[config.mk]
export PLATFORM = sky130hd
export DESIGN_NAME = tiny_bcd_scan
export DESIGN_NICKNAME = d
export VERILOG_FILES = /design/src/rtl/tiny_bcd_scan.sv
export SDC_FILE = /design/constraint.sdc
export NUM_CORES = 1
export LEC_CHECK = 0
export CORE_ASPECT_RATIO = 1.75
export CORE_MARGIN = 10
export CORE_UTILIZATION = 55
export CTS_CLUSTER_DIAMETER = 30
export DETAILED_ROUTE_END_ITERATION = 12
export DONT_BUFFER_PORTS = 1
export MAX_ROUTING_LAYER = met4
export PLACE_DENSITY = 0.71
export SLEW_MARGIN = 20
export SYNTH_ARGS = -nofsm -noshare
export SYNTH_HDL_FRONTEND = slang
export SYNTH_SLANG_ARGS = --single-unit
[constraint.sdc]
create_clock -name clk -period 5.5 [get_ports clk]
set_input_delay 1.375 -clock clk [delete_from_list [all_inputs] [get_ports clk]]
set_output_delay 1.375 -clock clk [all_outputs]
set_load 0.05 [all_outputs]
[src/rtl/tiny_bcd_scan.sv]
// Scan controller that time-multiplexes one hex-to-7-segment decoder across DIGITS digits.
// Display value is double-buffered and swapped only at frame wrap; each slot opens with a blanking gap.
module tiny_bcd_scan #(
  parameter int DIGITS   = 4,
  parameter int PRESCALE = 1000,
  parameter int BLANK    = 16
) (
  input  logic                  clk,
  input  logic                  rst,
  input  logic                  load,
  input  logic [4*DIGITS-1:0]   value,
  input  logic                  lz_en,
  output logic                  A,
  output logic                  B,
  output logic                  C,
  output logic                  D,
  output logic [DIGITS-1:0]     digit_en,
  output logic                  frame,
  output logic                  pending
);

  localparam int CW = $clog2(PRESCALE);
  localparam int IW = $clog2(DIGITS);

  logic [CW-1:0]         cnt_q, cnt_d;
  logic [IW-1:0]         idx_q, idx_d;
  logic [4*DIGITS-1:0]   shadow_q, shadow_d;
  logic [4*DIGITS-1:0]   active_q, active_d;
  logic                  pending_q, pending_d;
  logic                  frame_q, frame_d;

  logic                  last_cnt;
  logic                  wrap;
  logic                  show;
  logic [3:0]            nib;
  logic [DIGITS-1:0]     zero_above;
  logic                  zrun;

  assign last_cnt = (cnt_q == CW'(PRESCALE - 1));
  assign wrap     = last_cnt && (idx_q == IW'(DIGITS - 1));
  assign show     = (cnt_q >= CW'(BLANK));

  always_comb begin
    cnt_d     = last_cnt ? '0 : cnt_q + 1'b1;
    idx_d     = idx_q;
    if (last_cnt) idx_d = (idx_q == IW'(DIGITS - 1)) ? '0 : idx_q + 1'b1;
    // Active takes the shadow as it stood before this edge, so a load on the wrap edge lands next frame.
    active_d  = (wrap && pending_q) ? shadow_q : active_q;
    shadow_d  = load ? value : shadow_q;
    pending_d = pending_q;
    if (wrap) pending_d = 1'b0;
    if (load) pending_d = 1'b1;
    frame_d   = wrap;
  end

  always_ff @(posedge clk) begin
    if (rst) begin
      cnt_q     <= '0;
      idx_q     <= '0;
      shadow_q  <= '0;
      active_q  <= '0;
      pending_q <= 1'b0;
      frame_q   <= 1'b0;
    end else begin
      cnt_q     <= cnt_d;
      idx_q     <= idx_d;
      shadow_q  <= shadow_d;
      active_q  <= active_d;
      pending_q <= pending_d;
      frame_q   <= frame_d;
    end
  end

  always_comb begin
    nib = '0;
    for (int i = 0; i < DIGITS; i++) begin
      if (idx_q == IW'(i)) nib = active_q[4*i +: 4];
    end
  end

  // zero_above[i] is set when nibbles i..DIGITS-1 of the active value are all zero.
  always_comb begin
    zero_above = '0;
    zrun       = 1'b1;
    for (int i = DIGITS - 1; i >= 0; i--) begin
      zrun          = zrun & (active_q[4*i +: 4] == 4'h0);
      zero_above[i] = zrun;
    end
  end

  always_comb begin
    digit_en = '0;
    for (int i = 0; i < DIGITS; i++) begin
      if (show && (idx_q == IW'(i)) && !(lz_en && (i != 0) && zero_above[i]))
        digit_en[i] = 1'b1;
    end
  end

  assign A       = nib[0];
  assign B       = nib[1];
  assign C       = nib[2];
  assign D       = nib[3];
  assign frame   = frame_q;
  assign pending = pending_q;

endmodule

# After elaboration in Yosys (flattened, before gate mapping)

Index checks and enable logic that the tools add are counted.
Widths: inputs -> output; s select.

Bitwise operators: 2
Order comparisons: 1
Multiplexer cells: 11
Reduce and logical (&&, ||, !) cells: 21
$add $sub $neg: 2
Eq/ne operators: 4

Operator list:

| kind                  | count |
|---|---|
| $mux 4                | 4 |
| $logic_and 1x1->1     | 12 |
| $logic_not 4->1       | 3 |
| $add 10x1->10 const B | 1 |
| $eq 10x10->1 const B  | 1 |
| $ge 10x5->1 const B   | 1 |
| $mux 1                | 6 |
| $eq 2x2->1 const B    | 2 |
| $logic_not 1->1       | 3 |
| $add 2x1->2 const B   | 1 |
| $and 1x1->1           | 2 |
| $eq 2x1->1 const B    | 1 |
| $logic_not 2->1       | 1 |
| $mux 2                | 1 |
| $reduce_bool 2->1     | 1 |
| $reduce_or 2->1       | 1 |

Bits of input ports: 20
Word-level logic and storage cells: 47
Flip-flop bits (word level): 46

# Longest topological paths before layout

Word-level depth: 7
Depth in mapped cells: 6
Gate-level depth less buffers: 5

# Least setup slack after synthesis

OpenSTA, ideal clock, no wires.

Path type: input to output
From: input lz_en
To: output digit_en[1]
Slack: 1.449 ns
Required time: 4.125 ns
Stages: 2
Arrival time: 2.676 ns
Buffers on the path: 0
Cells stage by stage: and3_1 -> a211oi_1

Longest elaborated chain between the ends: 4

Ends and longest elaborated chain:

| what              | RTL line | RTL |
|---|---|---|
| start, declared   | 12       | `input logic lz_en,` |
| $logic_and 1x1->1 | 94       | `if (show && (idx_q == IW'(i)) && !(lz_en && (i != 0) && zero_above[i]))` |
| $logic_not 1->1   | 94       |  |
| $logic_and 1x1->1 | 94       |  |
| $mux 1            | 94       |  |
| end, declared     | 17       | `output logic [DIGITS-1:0] digit_en,` |

No other way between the ends.

# Worst setup path in the final report

Same ends and word-level chain as after synthesis.

==> run summary <==
status - finished clean
endpoint class of the critical path - output pin
CTS tree - yes
EDFF count, synth - 0
power consumption - 0.647 mW
via count - 1643
Initial Utilization - 0.571
total CTS buffers - 5
CP max-delay cell - a211oi_2
synth unique cells - 40
vias in the first global route - 1587
post-CTS resize count - 0
WL per Instance - 15.7 um
Critical Path Max Stage Delay - 0.75 ns
drt total wl - 4470 um
WP data required - 4.12 ns
synth top area cells - dfxtp_1 (41%), mux2i_1 (14%), nand2b_1 (9.0%)
Residual DRC - 0
#FFs+latches synth - 46
GR Overflow Total - 0
register area share after synthesis - 0.413
clock tree buffer depth - 2
# rows - 30
Slew @ Worst Pin - 0.978 ns
clock sink total - 46
later-pin clock latency in the skew report - 0.30 ns
clk slew on worst S/H paths - 0.08 ns
most frequent cells in the layout - dfxtp_1 (46), nand2b_1 (32), mux2i_1 (32)
Hold Fails Final Rpt - 0
Min-Delay Path Class - flip-flop to flip-flop
critical path class - primary input to output pin
Hold-fix buffers, CTS - 0
final worst-path cycle share - 0.664
initial antenna violation count - 0
core outline area - 3900 um2
Slew Limit Fails - 0
Power Density - 275 nW/um2
P_leak - 0.847 nW
ys async rst share - 0
final count of negative-setup-slack endpoints - 0
synth warn - 0
commonest non-fill, non-tap cell in the layout - dfxtp_1
total track usage - 0.138
setup bufs post-CTS - 0
DIE WIDTH - 68.1 um
Worst path top cell family by delay - compound AO/OA/AOI/OAI gates
Port Buf Inserts - 0
post-synthesis instance area - 2230 um2
Via density - 5.76
CP arrival - 2.28 ns
relative slew slack - 0.343
Net Count, Synth - 268
die area - 7100 um2
first-pass GRT wire length - 7560 um
Max Cap Viol - 0
area growth from synthesis to layout - 5.55%
Final GP Congestion - 0.809
NumNets Final - 262
share of cells above drive strength 1 - 0.0633
H-Tree Depth - 2
Tmin final - 3.65 ns
clock skew - 0.00718 ns
largest net degree at the start of global routing - 65
CP cell instances - and3_1, a211oi_2
worst path bufs/invs - 0
n_diodes - 0
first drt pass iteration count - 4
initial DRC count - 65
RSZ-0062 raised after global routing - no
Avg Inst Size Synth - 9.22 um2
Hold WS - 0.469 ns
post-synth top area cell - dfxtp_1
FMAX - 274 MHz
accumulated negative setup slack - 0 ns
Max rail drop VDD - 0.225 mV
dominant synthesized flop cell - dfxtp_1
area share of the leading cell type in the synthesized netlist - 0.413
DRT antenna net count - 0
Mapped Cells - 242
chip height - 104 um
Clock Tree Root - clkbuf_8
hpwl dp - 3120 um
worst-path fanout max - 2
crit start category - primary input
I/O pin total - 30
Yosys cell counts, types with 3 or more instances:
master	count
dfxtp_1	46
ha_1	6
or3_1	3
nand2_1	10
nand4_1	3
inv_1	12
nor2_1	23
nand3_1	5
nor4_1	3
o21ai_0	6
and3_1	3
mux2i_1	32
a211oi_1	3
a21oi_1	9
nand2b_1	32
a22o_1	4
clkbuf_1	11
nor3_1	4
state kept, by name (all words and copies together) (netlist names):
signal	flops
active_q	16
cnt_q	10
frame	1
idx_q	2
pending	1
shadow_q	16
kinds of logic after synthesis:
family                   count (synthesis)  synth area share
AND/OR/NAND/NOR                         98             0.260
flip-flops                              46             0.413
multiplexers                            32             0.144
AO/OA/AOI/OAI                           31            0.0903
buffers and inverters                   26            0.0482
adder cells (fa/ha/maj)                  6            0.0337
XOR/XNOR                                 3            0.0118
metrics by stage:
stage / setup slack [ns] / std cells / utilization / instance area (um2)
after floorplan: 1.45 / 242 / - / 2230
after global placement: 1.86 / 277 / 0.575 / 2250
after detailed placement: 1.84 / 277 / 0.575 / 2250
after CTS: 1.84 / 285 / 0.603 / 2350
after global routing: 1.82 / 285 / 0.603 / 2350
final: 1.85 / 285 / 0.603 / 2350
final timing paths:
path | slack, ns | to | from | cells past startpoint
worst max register to register | 3.46 | pending | cnt_q[0] | 4
worst min register to register | 0.47 | active_q[1] | shadow_q[1] | 2
worst max-delay path | 1.85 | digit_en[1] | lz_en | 2
worst min-delay path | 0.47 | active_q[1] | shadow_q[1] | 2
metal layers:
| metal | global-route usage | vias to the layer above | share of wire |
|---|---|---|---|
| li1 | - | 825 | - |
| met1 | 0.151 | 780 | 0.41 |
| met2 | 0.221 | 32 | 0.52 |
| met3 | 0.0399 | 6 | 0.051 |
| met4 | 0.0592 | 0 | 0.018 |
| met5 | - | - | 0 |
where the power goes:
| part | internal (mW) | switching (mW) |
|---|---|---|
| combinational | 0.0218 | 0.0230 |
| sequential | 0.345 | 0.0126 |
| clock | 0.134 | 0.111 |
cell type report:
cell class	count	area [um2]
fill	354	1550
multi-input combinational	170	1210
sequential	46	921
clock buffer	5	68.8
tap	48	60.1
inverter	12	45.0
clock inverter	3	40.0
timing repair buffer	1	7.51
Power figures use the tool's default switching activity.
